**src/rtl/shift_add_multiplier.sv**
```systemverilog
// Sequential unsigned N x N shift-add multiplier.
// Each RUN cycle adds the multiplicand into the upper accumulator when the
// current multiplier LSB is set. It keeps the carry-out of that N-bit add and
// shifts {carry, acc_hi, mq} right by one. After N iterations the 2N-bit
// product is {acc_hi, mq}.
//
// Handshake (start/busy/done):
//   - start is sampled only in IDLE; a high start on a rising edge captures a/b.
//   - busy is high for exactly the N RUN cycles that follow the accepting edge.
//   - done is a one-cycle pulse in DONE; product is valid from that cycle on.
//   - product holds until the next DONE entry or reset.
//   - start seen during RUN/DONE is ignored.
module shift_add_multiplier #(
  parameter int N = 4
) (
  input  logic           clk,
  input  logic           rst,
  input  logic           start,
  input  logic [N-1:0]   a,
  input  logic [N-1:0]   b,
  output logic           busy,
  output logic           done,
  output logic [2*N-1:0] product,
  output logic [1:0]     dbg_state
);

  localparam int CW = $clog2(N + 1);

  typedef enum logic [1:0] {
    IDLE = 2'd0,
    RUN  = 2'd1,
    DONE = 2'd2
  } state_t;

  state_t        state;
  state_t        state_next;

  logic [N-1:0]  mcand;
  logic [N-1:0]  acc_hi;
  logic [N-1:0]  mq;
  logic [CW-1:0] count;

  logic [N:0]    sum;
  logic [N-1:0]  acc_hi_next;
  logic [N-1:0]  mq_next;
  logic          last_iter;

  // Partial add plus the one-bit right shift; the carry-out becomes acc_hi's MSB.
  always_comb begin
    sum         = {1'b0, acc_hi} + (mq[0] ? {1'b0, mcand} : {(N+1){1'b0}});
    acc_hi_next = sum[N:1];
    mq_next     = {sum[0], mq[N-1:1]};
    last_iter   = (count == CW'(N - 1));
  end

  // State register.
  always_ff @(posedge clk or posedge rst) begin
    if (rst) state <= IDLE;
    else     state <= state_next;
  end

  // Next-state and handshake outputs.
  always_comb begin
    state_next = state;
    busy       = 1'b0;
    done       = 1'b0;
    case (state)
      IDLE: begin
        if (start) state_next = RUN;
      end
      RUN: begin
        busy = 1'b1;
        if (last_iter) state_next = DONE;
      end
      DONE: begin
        done       = 1'b1;
        state_next = IDLE;
      end
      default: state_next = IDLE;
    endcase
  end

  // Operand capture, iteration datapath and product register.
  always_ff @(posedge clk or posedge rst) begin
    if (rst) begin
      mcand   <= '0;
      acc_hi  <= '0;
      mq      <= '0;
      count   <= '0;
      product <= '0;
    end else begin
      case (state)
        IDLE: begin
          if (start) begin
            mcand  <= a;
            mq     <= b;
            acc_hi <= '0;
            count  <= '0;
          end
        end
        RUN: begin
          acc_hi <= acc_hi_next;
          mq     <= mq_next;
          count  <= count + CW'(1);
          if (last_iter) product <= {acc_hi_next, mq_next};
        end
        default: ;
      endcase
    end
  end

  assign dbg_state = state;

endmodule
```
**config.mk**
```make
export PLATFORM = sky130hd
export DESIGN_NAME = shift_add_multiplier
export DESIGN_NICKNAME = d
export VERILOG_FILES = /design/src/rtl/shift_add_multiplier.sv
export SDC_FILE = /design/constraint.sdc
export NUM_CORES = 1
export LEC_CHECK = 0
export ABC_AREA = 1
export CAP_MARGIN = 40
export CORE_MARGIN = 1
export CORE_UTILIZATION = 45
export DETAILED_ROUTE_END_ITERATION = 8
export GPL_TIMING_DRIVEN = 0
export PLACE_DENSITY = 0.71
export SKIP_LAST_GASP = 1
export SLEW_MARGIN = 20
export SYNTH_ARGS = -nofsm -noshare
export SYNTH_HDL_FRONTEND = slang
export SYNTH_SLANG_ARGS = --single-unit
```
**constraint.sdc**
```tcl
create_clock -name clk -period 2.9 [get_ports clk]
set_clock_uncertainty 0.2 [all_clocks]
set_input_delay 0.58 -clock clk [delete_from_list [all_inputs] [get_ports clk]]
set_output_delay 0.58 -clock clk [all_outputs]
set_load 0.02 [all_outputs]
```
# ---- Yosys cells after proc, flatten, opt, wreduce, memory -nomap -nowiden
# Index checks and enable logic that the tools add are counted.
dict set report classes {
  n_addsub 2
  eq_ne 5
  muxes 12
  n_reduce_logical 6
}
# operator n
set ops {}
lappend ops {{$pmux W4 S2} 2}
lappend ops {{$mux W4} 3}
lappend ops {{$reduce_and A2 Y1} 4}
lappend ops {{$pmux W3 S2} 1}
lappend ops {{$add A4 B4 Y5} 1}
lappend ops {{$mux W2} 2}
lappend ops {{$ne A2 B2 Y1 const B} 2}
lappend ops {{$pmux W2 S2} 1}
lappend ops {{$add A3 B1 Y3 const B} 1}
lappend ops {{$eq A3 B2 Y1 const B} 1}
lappend ops {{$mux W3} 1}
lappend ops {{$eq A2 B1 Y1 const B} 1}
lappend ops {{$eq A2 B2 Y1 const B} 1}
lappend ops {{$logic_not A2 Y1} 1}
lappend ops {{$mux W1} 2}
lappend ops {{$reduce_bool A2 Y1} 1}
dict set report totals {
  register_bits 25
  input_bits 11
}

# ---- Longest topological paths before layout
# Gate-level depths: netlist (run 1).
dict set report depth {
  depth_word 3
  ltp_mapped 8
  ltp_nobuf 8
}

# ---- Worst setup path before layout (run 1)
# No wires, ideal clock.
dict set report synth_path {
  path_type {register to output}
  from {register state[1], in the netlist dbg_state[1]}
  to {output port done}
  arrival_time_ps 954
  required_time_ps 2120
  setup_slack_ps 1166
  stages_incl_launch_ff 3
  path_cell_list {dfrtp_1 > inv_2 > nor2_1}
}
dict set report synth_via {
  elab_chain_len 2
}
# item line_no
set synth_rtl {}
lappend synth_rtl {{start: declaration} 35} ;# state_t state;
lappend synth_rtl {{start signal: assignment} 59} ;# else state <= state_next;
lappend synth_rtl {{$eq A2 B2 Y1} 67} ;# case (state)
lappend synth_rtl {{$mux W1} 67}
lappend synth_rtl {{end: declaration} 22} ;# output logic done,
# No other way between the ends.

# ---- Worst setup path after layout (run 1)
dict set report layout_path {
  from {register state[1], in the netlist dbg_state[1]}
  to {output port busy}
}
dict set report layout_via {
  elab_chain_len 2
}
# item line_no
set layout_rtl {}
lappend layout_rtl {{$eq A2 B1 Y1} 67}
lappend layout_rtl {{$mux W1} 67}
lappend layout_rtl {{end: declaration} 21} ;# output logic busy,
# No other way between the ends.

==> results of run 1 <==
[power by group]
part	switching, mW	internal [mW]	total [mW]
Combinational	0.449	0.335	0.783
Sequential	0.101	0.499	0.600
Clock	0.111	0.0528	0.163
Total	0.660	0.886	1.55
[cells in the final DEF (no fill, tap or decap)]
| cell type | synthesis | routed |
|---|---|---|
| o21bai_1 | 1 | 1 |
| nor2_8 | 1 | 1 |
| o21ai_1 | 1 | 1 |
| nor2_1 | 6 | 6 |
| inv_2 | 3 | 3 |
| fa_1 | 1 | 1 |
| clkinvlp_4 | 0 | 1 |
| buf_6 | 1 | 1 |
| nand2_1 | 35 | 35 |
| o21ai_0 | 9 | 9 |
| a21oi_1 | 3 | 3 |
| nand3_1 | 6 | 6 |
| dfrtp_1 | 25 | 25 |
| xnor2_1 | 1 | 1 |
| clkbuf_4 | 0 | 3 |
| a22o_1 | 1 | 1 |
| nor3_1 | 3 | 3 |
| buf_16 | 0 | 1 |
| ha_1 | 6 | 6 |
| o21ai_2 | 2 | 2 |
| clkdlybuf4s50_1 | 0 | 22 |
| o22ai_1 | 5 | 5 |
| inv_1 | 14 | 14 |
| nand2_2 | 3 | 3 |
[sequential cells by signal, indices dropped and copies added (netlist names)]
name / count
count: 3
mcand: 4
product: 8
mq: 4
acc_hi: 4
dbg_state: 2
[per-stage QoR]
stage / cells / total power [mW]
2_1_floorplan: 127 / 1.120
3_3_place_gp: 179 / 1.363
3_5_place_dp: 180 / 1.398
4_1_cts: 184 / 1.563
5_1_grt: 184 / 1.706
6_report: 184 / 1.546
[critical path, delay by kind of cell, from the launching register on]
family | cells | cell delay [ns]
buf+inv | 1 | 0.64
flops | 1 | 0.50
simple gates | 1 | 0.22
[layer usage]
metal / wire length, microns / share of wire (%) / global-route usage [%] / vias to the layer above
met3: 46 / 2.0 / 3.448 / 4
met4: 50 / 2.2 / 10.53 / 0
li1: - / - / - / 469
met2: 1124 / 50 / 34.81 / 11
met5: 0 / 0 / 0 / -
met1: 1047 / 46 / 25.23 / 436
[how the worst min path moves through the flow]
stage | from | slack (ns) | end
4_1_cts | count[0] | 0.29 | count[0]
2_1_floorplan | count[0] | 0.25 | count[0]
6_report | count[0] | 0.29 | count[0]
5_1_grt | rst | 0.33 | acc_hi[3]
3_5_place_dp | product[1] | 0.27 | product[1]
3_3_place_gp | product[7] | 0.26 | product[7]
[cell type report]
| type | instances | area [sq um] |
|---|---|---|
| timing repair buffer | 23 | 247.7 |
| sequential | 25 | 625.6 |
| multi-input combinational | 84 | 471.7 |
| fill | 249 | 989.7 |
| tap | 30 | 37.54 |
| clock buffer | 3 | 22.52 |
| clock inverter | 1 | 7.507 |
| buffer | 1 | 11.26 |
| inverter | 17 | 63.81 |
[logic make-up after synthesis]
logic type                 Yosys count  synth area share (%)
xor gates and xnor gates             1                0.7472
and+or+nand+nor                     54                 20.28
buffers and inverters               18                 6.403
DFF                                 25                 53.36
AOI/OAI and AO/OA                   22                 11.10
adders and majority gates            7                 8.111
==> reports/metrics.csv, run 1 <==
metric,value,unit
Final Hold Fails,0,
register area share after synthesis,53.36,%
wire per inst,12.33,microns
# clock sinks,25,
crit path cell chain,"nor2_8, clkdlybuf4s50_1",
crit path max fanout,10,
Post-synth EDFFs,0,
initial core utilization,47.32,%
Die ar.,2813,sq um
Netlist cell types,20,
vias in the first global route,934,
gpl congestion,0.8202,
Hold Crit Class,flip-flop to flip-flop,
Buffers on Ports,22,
"area leader, netlist",dfrtp_1,
Hold WS,0.2902,ns
die width,53.04,microns
synth top area cells,"dfrtp_1, nand2_1, ha_1, inv_1, o21ai_0",
WHS Path Cells,1,
status,"finished, final reports clean",
Post-Syn Area,1172,sq um
Clock Tree Buf Depth,2,
startpoint types,flip-flop,
post-synth top area share,53.36,%
utilization after layout,60.05,%
Synth Flop Type,dfrtp_1,
Layout area overhead,26.89,%
#FFs+latches synth,25,
Synth Area per Inst,9.231,sq um
die height,53.04,microns
final worst slack,0.4296,ns
GRT overflow,0,
post-CTS sizing,0,
drt total wl,2.269,mm
Worst-Skew Late Latency,0.33,ns
worst setup path startpoint,dbg_state[1],
pin count of the biggest net entering global routing,19,
max frequency,0.4048,GHz
Final Cycle Share,85.19,%
CP max-delay cell,clkdlybuf4s50_1,
cells after synthesis,127,
post-layout min period,2.470,ns
GRT Resource Usage Total,20.69,%
post-route ant nets,0,
Worst Max-Slew Pin Slew,0.7200,ns
Inserted Clock Buffers,3,
via count,920,
syn_nets,145,
Reg2Reg Capture Point,acc_hi[3],
CP arrival,1.69,ns
Crit Path Category,flip-flop to primary output,
number of core rows,18,
Placed Instance Area,1458,sq um
Final nets,173,
IO Count,23,
Final Instance Area,1488,sq um
DRC viols,0,
CTS root buffer,clkbuf_4,
Static Leak,0.7484,nW
CTS tree,yes,
FF-to-FF Start,mq[0],
pwr dens,1039,nW/um^2
worst reg-to-reg setup slack,1.07,ns
TNS Setup,0,ns
Ys Warns,0,
final setup violation count,0,
drt first-iter violations,11,
"count leader, synth",nand2_1,
CP peak stage delay,0.64,ns
CTS clock-pin slew for the worst setup and hold paths,0.15,ns
H-tree depth,1,
HPWL after DPL,1.796,mm
worst vdd ir,0.6533,mV
Max-slew headroom,51.49,%
unrepaired setup endpoints after global routing,false,
Setup crit end,busy,
layout cell share with drive strength beyond 1,9.740,%
first-pass GRT wire length,4.071,mm
WP data required,2.12,ns
CP endpoint kind,primary output,
total iterations of the first detailed-routing run,3,
core area,2477,sq um
via/cell ratio,5.000,
R2R cell count,8,
hold-fix buffers at CTS,0,
antenna violations before repair,0,
postcts setup bufs,0,
Commonest cells post-synth,"nand2_1, dfrtp_1, inv_1, o21ai_0",
# diodes,0,
Final Max Slew Viols,0,
max cap viols,0,
ys async rst share,100.0,%
pre-CTS setup slack,0.7816,ns
Power figures use the tool's default switching activity.
==> run 2, diff against run 1 <==
Settings changed: CTS_CLUSTER_DIAMETER from default to 50.
==> results of run 2 <==
No change in the layout: final DEF, timing and power equal those of run 1.
==> run 3, diff against run 2 <==
Settings changed: SETUP_SLACK_MARGIN from default to 0.15.
==> results of run 3 <==
No change in the layout: final DEF, timing and power equal those of run 1.
